File: config.mk
export PLATFORM = sky130hd
export DESIGN_NAME = rom_read_sequencer
export DESIGN_NICKNAME = d
export VERILOG_FILES = /design/src/rtl/rom_read_sequencer.sv
export SDC_FILE = /design/constraint.sdc
export NUM_CORES = 1
export LEC_CHECK = 0
export CAP_MARGIN = 25
export CORE_ASPECT_RATIO = 1.25
export CORE_MARGIN = 5
export CORE_UTILIZATION = 60
export CTS_CLUSTER_SIZE = 10
export DETAILED_ROUTE_END_ITERATION = 8
export DONT_BUFFER_PORTS = 1
export PLACE_DENSITY = 0.76
export RECOVER_POWER = 50
export SLEW_MARGIN = 20
export SYNTH_ARGS = -nofsm -noshare
export SYNTH_HDL_FRONTEND = slang
export SYNTH_SLANG_ARGS = --single-unit
File: constraint.sdc
create_clock -name clk -period 3 [get_ports clk]
set_clock_uncertainty 0.2 [all_clocks]
set_input_delay 0.3 -clock clk [delete_from_list [all_inputs] [get_ports clk]]
set_output_delay 0.3 -clock clk [all_outputs]
set_load 0.05 [all_outputs]
File: src/rtl/rom_read_sequencer.sv
// Sequential ROM reader: walks addresses 0..LAST_ADDRESS, waits ACCESS_CYCLES per byte,
// and hands each byte to a ready/valid consumer while accumulating a 16-bit checksum.
module rom_read_sequencer #(
  parameter int unsigned ACCESS_CYCLES = 4,
  parameter int unsigned LAST_ADDRESS  = 511
) (
  input  logic        clk,
  input  logic        reset,
  input  logic        start,
  input  logic        abort,
  input  logic [7:0]  rom_data,
  output logic        rom_ce_n,
  output logic        rom_oe_n,
  output logic [8:0]  address_line,
  output logic [7:0]  data_out,
  output logic        data_valid,
  input  logic        data_ready,
  output logic [15:0] checksum,
  output logic        busy,
  output logic        done
);

  localparam logic [7:0] WAIT_LAST = 8'(ACCESS_CYCLES - 1);
  localparam logic [8:0] LAST_ADDR = 9'(LAST_ADDRESS);

  typedef enum logic [2:0] {S_IDLE, S_SETUP, S_WAIT, S_OUTPUT, S_DONE} state_t;

  state_t      state_q, state_d;
  logic [8:0]  addr_q, addr_d;
  logic [7:0]  data_q, data_d;
  logic        valid_q, valid_d;
  logic [15:0] csum_q, csum_d;
  logic [7:0]  wcnt_q, wcnt_d;

  always_ff @(posedge clk or negedge reset) begin
    if (!reset) begin
      state_q <= S_IDLE;
      addr_q  <= '0;
      data_q  <= '0;
      valid_q <= 1'b0;
      csum_q  <= '0;
      wcnt_q  <= '0;
    end else begin
      state_q <= state_d;
      addr_q  <= addr_d;
      data_q  <= data_d;
      valid_q <= valid_d;
      csum_q  <= csum_d;
      wcnt_q  <= wcnt_d;
    end
  end

  always_comb begin
    state_d = state_q;
    addr_d  = addr_q;
    data_d  = data_q;
    valid_d = valid_q;
    csum_d  = csum_q;
    wcnt_d  = wcnt_q;
    case (state_q)
      S_IDLE, S_DONE: begin
        // abort is meaningless here, so start always wins
        if (start) begin
          addr_d  = '0;
          csum_d  = '0;
          state_d = S_SETUP;
        end
      end
      S_SETUP: begin
        if (abort) begin
          valid_d = 1'b0;
          state_d = S_IDLE;
        end else begin
          wcnt_d  = '0;
          state_d = S_WAIT;
        end
      end
      S_WAIT: begin
        if (abort) begin
          valid_d = 1'b0;
          state_d = S_IDLE;
        end else if (wcnt_q == WAIT_LAST) begin
          data_d  = rom_data;
          valid_d = 1'b1;
          state_d = S_OUTPUT;
        end else begin
          wcnt_d = wcnt_q + 8'd1;
        end
      end
      S_OUTPUT: begin
        // abort drops the pending byte without counting it
        if (abort) begin
          valid_d = 1'b0;
          state_d = S_IDLE;
        end else if (data_ready) begin
          valid_d = 1'b0;
          csum_d  = csum_q + {8'h00, data_q};
          if (addr_q == LAST_ADDR) begin
            state_d = S_DONE;
          end else begin
            addr_d  = addr_q + 9'd1;
            state_d = S_SETUP;
          end
        end
      end
      default: state_d = S_IDLE;
    endcase
  end

  assign rom_ce_n     = !((state_q == S_SETUP) || (state_q == S_WAIT));
  assign rom_oe_n     = rom_ce_n;
  assign busy         = (state_q == S_SETUP) || (state_q == S_WAIT) || (state_q == S_OUTPUT);
  assign done         = (state_q == S_DONE);
  assign address_line = addr_q;
  assign data_out     = data_q;
  assign data_valid   = valid_q;
  assign checksum     = csum_q;

endmodule

==> results.toml, run 1 <==
[setup_path]
worst_setup_path_end_kind = "flip-flop"
rr_worst_depth = 7
crit_fanout = 4
cp.arrival_ps = 2660
regToRegStartpoint = "checksum[1]"
cp.required_ps = 3010
critPathLaunchType = "flip-flop"
critical_path.most_common_cell = "a21oi_1"
slowest_delay_ps = 530
crit_slowest_cell = "clkbuf_1"
crit_type = "flip-flop to flip-flop"
rr_endpoint = "checksum[9]"
ff2ff_setup_slack_ps = 360
crit_chain = "clkbuf_1 > ha_1 > a211oi_1 > o21ai_1 > a21oi_1 > o21ai_0 > a21oi_1"

[cells_and_area]
area_growth_syn_to_layout_pct = 12.80
fin_area_sq_mm = 0.002834
fillers = 318
final_core_util_pct = 69.69
layout-drive-gt1-share_pct = 12.00
num_antenna_cells = 0
fin_nets = 300

[power]
power_switching_w = 0.0008082
leakagePower_nw = 1.294
switching_share_pct = 43.33
internal_power_w = 0.001057
pwr_density_cell_mw_per_mm2 = 658.1
p_clk_share_pct = 20.2
p_comb_share_pct = 32.5
ir_drop_mv = 0.4844
p_seq_share_pct = 47.3

[floorplanning]
start_util_pct = 61.78
rows = 26
ios = 51
core_sq_mm = 0.004066
die_y_microns = 82.35
dieArea_sq_mm = 0.005590
die_x_microns = 67.88

[yosys]
seq_area_frac_synth_pct = 44.82
synthXorXnorAreaFrac_pct = 6.275
synth-compound-area-share_pct = 14.64
synth_top_family_by_area = "simple AND/OR/NAND/NOR gates"
synthSimpleGateAreaFrac_pct = 20.47
synthMuxAreaShare_pct = 4.482
synth_edf_count = 0
synthAdderAreaFrac_pct = 6.275
synth_cell_types = 46
ys_ff_latch = 45
async_flop_share_pct = 100.0
syn_area_per_cell_sq_um = 10.21
syn-cell-area_sq_mm = 0.002512
synth_fp_nets = 271
yosysWarnings = 0
synth_cells = 246
synth_ff_type = "dfrtp_1"

[placed_design]
port_buffers = 0
place_area_sq_mm = 0.002656
pre_cts_ws_ps = 546.4
hpwlAfterDp_microns = 3887
gp_congestion = 0.8241

[detailed_routing]
wirelength_microns = 5486
vias_per_cell = 5.876
drc = 0
drt_iter0_markers = 111
num_vias = 1945
wl_per_cell_microns = 16.57
drtAntennaViolNets = 0
drtPass1Iterations = 4

[global_route]
grt_use_total_pct = 21.57
grt_pass1_vias = 2046
grt-ovfl-total = 0
grt_first_pass_wirelength_microns = 9252
grt_max_degree = 46
antenna_found_initial = 0

[hold_path]
hold_end = "wcnt_q[4]"
worst_hold_startpoint = "abort"
hp-class = "input port to flip-flop"
min_path_cells = 2

[sta]
fmax_ghz = 0.3781
fin_setup_tns_ps = 0
maxSlewViolCount = 0
hold_viol_final = 0
finalSetupViolations = 0
finalCritPeriodShare_pct = 88.17
worst_slew_pin_slew_ps = 1130
worst_slack_ps = 355.0
rsz0062_at_grt = "false"
finalCriticalPeriod_ps = 2645
slew_headroom_pct = 24.68

[clocking]
clk_latency_ps = 290
max-clock-path-buffers = 2
cts-root-buf = "clkbuf_8"
clock-sinks = 45
postCtsResizedCells = 0
cts_tree = "built"
cts.clk_slew.worst_paths_ps = 80
htree_num_levels = 2
numCtsBuffers = 5

[run_status]
status = "completed"

[run]
cap_violations = 0
[Yosys cell counts, drive strengths merged, types with 3 or more instances]
| cell type | count | area share (%) |
|---|---|---|
| mux2 | 10 | 4.5 |
| dfrtp | 45 | 45 |
| a22o | 3 | 1.0 |
| nand2 | 23 | 3.4 |
| xnor2 | 8 | 2.8 |
| xor2 | 10 | 3.5 |
| nor3 | 4 | 0.80 |
| a21oi | 16 | 3.2 |
| o31ai | 6 | 1.8 |
| a21boi | 3 | 1.0 |
| nor2 | 22 | 4.0 |
| inv | 6 | 0.90 |
| nand4 | 4 | 1.0 |
| and3 | 5 | 1.2 |
| nand2b | 4 | 1.0 |
| o211ai | 3 | 1.4 |
| nand3 | 8 | 1.6 |
| o21ai | 13 | 2.6 |
| a31oi | 4 | 1.0 |
| or3 | 8 | 2.0 |
| ha | 11 | 5.5 |
| nor4 | 3 | 0.75 |
| buf | 6 | 1.8 |
[critical path: cells and delay by family (launching register included)]
| family | cells | cell delay (ps) |
|---|---|---|
| buffers and inverters | 1 | 530 |
| flip-flops | 1 | 360 |
| AO/OA/AOI/OAI | 5 | 1110 |
| adder cells (fa/ha/maj) | 1 | 370 |
[layer usage]
| metal | vias to the layer above | global-route usage, % | wire (microns) |
|---|---|---|---|
| met3 | 4 | 5.548 | 291 |
| met2 | 44 | 37.39 | 2867 |
| met4 | 0 | 6.958 | 62 |
| met5 | - | 0 | 0 |
| li1 | 943 | - | - |
| met1 | 954 | 25.96 | 2265 |
[through the flow]
step / total power (W) / std cells / hold slack, ps
detailed placement: 0.001481 / 311 / -194.4
finish: 0.001865 / 331 / 15.96
global placement: 0.001459 / 311 / -194.4
CTS: 0.001886 / 331 / 14.36
floorplan: 0.001353 / 246 / -195.6
global route: 0.001955 / 331 / 24.30
[state kept, by name (all words and copies together), names as in the netlist]
name	cells
data_out	8
checksum	16
address_line	9
data_valid	1
wcnt_q	8
state_q	3
[repair_timing]
action / CTS / global route
setup buffers: 0 / 0
endpoints found under the hold margin: 59 / 0
hold buffers: 13 / 0
[layout by cell type, fill, tap and decap left out, types with 3 or more instances in the layout]
cell type      count
dfrtp_1           45
nand2_1           23
nor2_1            20
a21oi_1           16
o21ai_0           12
dlygate4sd3_1     12
ha_1              11
xor2_1            10
mux2_2            10
clkbuf_1          10
nand3_1            8
xnor2_1            8
or3_1              8
buf_4              8
inv_1              6
o31ai_1            6
clkbuf_8           6
and3_1             5
nand4_1            4
nand2b_1           4
nor3_1             4
a31oi_1            4
nor4_1             3
a22o_1             3
[power groups by stage]
stage | Combinational, W | Sequential (W) | Clock, W
6_report | 0.000606 | 0.000882 | 0.000377
3_5_place_dp | 0.000585 | 0.000896 | 0
3_3_place_gp | 0.000568 | 0.000891 | 0
2_1_floorplan | 0.000451 | 0.000902 | 0
5_1_grt | 0.000655 | 0.000895 | 0.000405
4_1_cts | 0.000620 | 0.000883 | 0.000382
[cell type report]
type / instances / area [sq um] / share of cell area [%]
Clock buffer: 7 / 86.33 / 3.046
Sequential cell: 45 / 1126 / 39.74
Inverter: 6 / 22.52 / 0.7947
Multi-Input combinational cell: 187 / 1310 / 46.23
Tap cell: 56 / 70.07 / 2.472
Timing Repair Buffer: 30 / 219.0 / 7.726
[logic make-up after synthesis]
family	Yosys count
AND/OR/NAND/NOR	91
AO/OA/AOI/OAI	56
flip-flops	45
XOR/XNOR	18
buffers and inverters	14
adder cells (fa/ha/maj)	12
multiplexers	10
[how the worst max path moves through the flow]
| stage | startpoint | endpoint | slack (ps) |
|---|---|---|---|
| after global placement | data_out[3] | checksum[15] | 640 |
| after CTS | checksum[4] | checksum[9] | 520 |
| after detailed placement | checksum[4] | checksum[9] | 550 |
| after global routing | checksum[1] | checksum[9] | 190 |
| after floorplan | checksum[0] | checksum[12] | 380 |
| final | checksum[1] | checksum[9] | 360 |
Note: power is estimated with default switching activity, not from simulation.
==> run 2, diff against run 1 <==
--- a/config.mk
+++ b/config.mk
@@ -8,11 +8,10 @@
 export CAP_MARGIN = 25
 export CORE_ASPECT_RATIO = 1.25
 export CORE_MARGIN = 5
-export CORE_UTILIZATION = 60
+export CORE_UTILIZATION = 50
 export CTS_CLUSTER_SIZE = 10
 export DETAILED_ROUTE_END_ITERATION = 8
 export DONT_BUFFER_PORTS = 1
-export PLACE_DENSITY = 0.76
 export RECOVER_POWER = 50
 export SLEW_MARGIN = 20
 export SYNTH_ARGS = -nofsm -noshare
==> run 2 against run 1 <==
  * Setup slack gained 99 ps
  * Wire length shrank 4.9%
  * Non-clock buffer count grew 1
  * Worst hold slack lost 3.6 ps
  * Sequential power is essentially flat
  * Via count shrank 1.5%
  * Power grew 0.59%
  * Cell count grew 1.8%
  * Combinational power shrank 3.6%
  * Maximum frequency grew 3.9%
  * Flip-flop and latch count is the same
  * Register-to-register slack gained 99 ps
  * Critical path type unchanged
  * Critical endpoint is now address_line[2]
  * Highest routed layer unchanged
==> results.toml, run 2 (synthesis gave the netlist of run 1 again) <==
[run_status]
status = "completed"

[setup_path]
crit_type = "flip-flop to flip-flop"
cp.required_ps = 2980
worst_setup_path_end_kind = "flip-flop"
regToRegStartpoint = "address_line[6]"
ff2ff_setup_slack_ps = 450
crit_chain = "clkbuf_1 > nand4_1 > nor2_1 > ha_1 > a2bb2oi_1 > nor3b_1 > xnor2_1 > nor2_1"
rr_worst_depth = 8
cp.arrival_ps = 2520
crit_slowest_cell = "clkbuf_1"
slowest_delay_ps = 530
crit_fanout = 6
critical_path.most_common_cell = "nor2_1"
critPathLaunchType = "flip-flop"
rr_endpoint = "address_line[2]"

[detailed_routing]
drtPass1Iterations = 4
drtAntennaViolNets = 0
drt_iter0_markers = 44
wirelength_microns = 5216
wl_per_cell_microns = 15.48
vias_per_cell = 5.682
drc = 0
num_vias = 1915

[clocking]
htree_num_levels = 2
postCtsResizedCells = 0
clock-sinks = 45
cts-root-buf = "clkbuf_8"
numCtsBuffers = 5
cts.clk_slew.worst_paths_ps = 90
max-clock-path-buffers = 2
clk_latency_ps = 300
cts_tree = "built"

[sta]
fin_setup_tns_ps = 0
finalSetupViolations = 0
finalCritPeriodShare_pct = 84.87
rsz0062_at_grt = "false"
finalCriticalPeriod_ps = 2546
hold_viol_final = 0
slew_headroom_pct = 26.77
worst_slew_pin_slew_ps = 1098
maxSlewViolCount = 0
fmax_ghz = 0.3927

[hold_path]
hold_end = "wcnt_q[5]"
hp-class = "input port to flip-flop"
min_path_cells = 2
worst_hold_startpoint = "abort"

[placed_design]
place_area_sq_mm = 0.002669
port_buffers = 0
hpwlAfterDp_microns = 3778
gp_congestion = 0.7468

[floorplanning]
die_y_microns = 89.26
ios = 51
core_sq_mm = 0.004800
die_x_microns = 73.40
rows = 28
dieArea_sq_mm = 0.006551
start_util_pct = 52.35

[cells_and_area]
largest_reg_flops = 16
layout.area.seq_sq_mm = 0.001126
multiInputGateArea_sq_mm = 0.001310
num_antenna_cells = 0
fillers = 435
final_cell_mix = "45 x dfrtp_1, 23 x nand2_1, 20 x nor2_1, 16 x a21oi_1"
final_core_util_pct = 59.70
fin_area_sq_mm = 0.002865
area_growth_syn_to_layout_pct = 14.04
fin_nets = 301
final_common_cell = "dfrtp_1"
layout-drive-gt1-share_pct = 13.36

[power]
ir_drop_mv = 0.5915
pwr_density_cell_mw_per_mm2 = 654.7
leakagePower_nw = 1.313

[global_route]
grt-ovfl-total = 0
grt_first_pass_wirelength_microns = 8804
grt_max_degree = 46
grt_use_total_pct = 17.21
antenna_found_initial = 0
grt_pass1_vias = 1924

[run]
cap_violations = 0
-- run 2: changes by cell type in the layout (fill, tap and decap cells not counted) --
cell	change
buf_4	+2
clkbuf_8	+1
clkinv_2	+1
clkbuf_1	-2
-- run 2: repair_timing --
item,CTS,global route
hold buffers,13,0
endpoints found under the setup margin,0,0
endpoints found under the hold margin,59,0
setup buffers,0,0
-- run 2: how the worst max path moves through the flow --
| stage | startpoint | endpoint | slack, ps | depth (start not counted) |
|---|---|---|---|---|
| after floorplan | checksum[0] | checksum[12] | 380 | 8 |
| after global placement | data_out[3] | checksum[15] | 600 | 6 |
| after detailed placement | data_out[3] | checksum[15] | 580 | 6 |
| after CTS | data_out[3] | checksum[15] | 550 | 6 |
| after global routing | address_line[6] | address_line[4] | 260 | 8 |
| final | address_line[6] | address_line[2] | 450 | 8 |
-- run 2: area by class of cell --
cell class | instances | share of cell area, %
clock buffers | 7 | 3.362
clock inverters | 1 | 0.1747
inverters | 6 | 0.7860
multi-input cells | 187 | 45.72
flip-flops and latches | 45 | 39.30
well taps | 60 | 2.620
repair buffers | 31 | 8.035
-- run 2: where the power goes --
| part | total [W] | internal, W | switching (W) |
|---|---|---|---|
| registers | 0.000879 | 0.000671 | 0.000208 |
| clock network | 0.000413 | 0.000208 | 0.000204 |
| logic | 0.000584 | 0.000198 | 0.000386 |
-- run 2: per-stage QoR --
stage / power, W / cells / worst slack, ps / hold WS, ps
floorplan: 0.001353 / 246 / 377.0 / -195.6
global placement: 0.001454 / 316 / 598.6 / -194.4
detailed placement: 0.001461 / 316 / 584.5 / -194.2
CTS: 0.001910 / 337 / 553.8 / 12.60
global route: 0.001988 / 337 / 260.2 / 19.86
finish: 0.001876 / 337 / 453.8 / 12.34
-- run 2: layer usage --
metal	track usage (%)	vias to the layer above	share of wire, %
met5	0	-	0
met4	6.096	0	1.3
met3	3.600	5	4.7
met2	31.57	35	52
met1	19.61	930	41
li1	-	945	-
-- run 2: critical path: cells and delay by family, from the launching register on --
kind | cells | cell delay (ps)
AO/OA/AOI/OAI | 1 | 440
XOR/XNOR | 1 | 160
adder cells (fa/ha/maj) | 1 | 220
buffers and inverters | 1 | 530
flip-flops | 1 | 320
AND/OR/NAND/NOR | 4 | 550
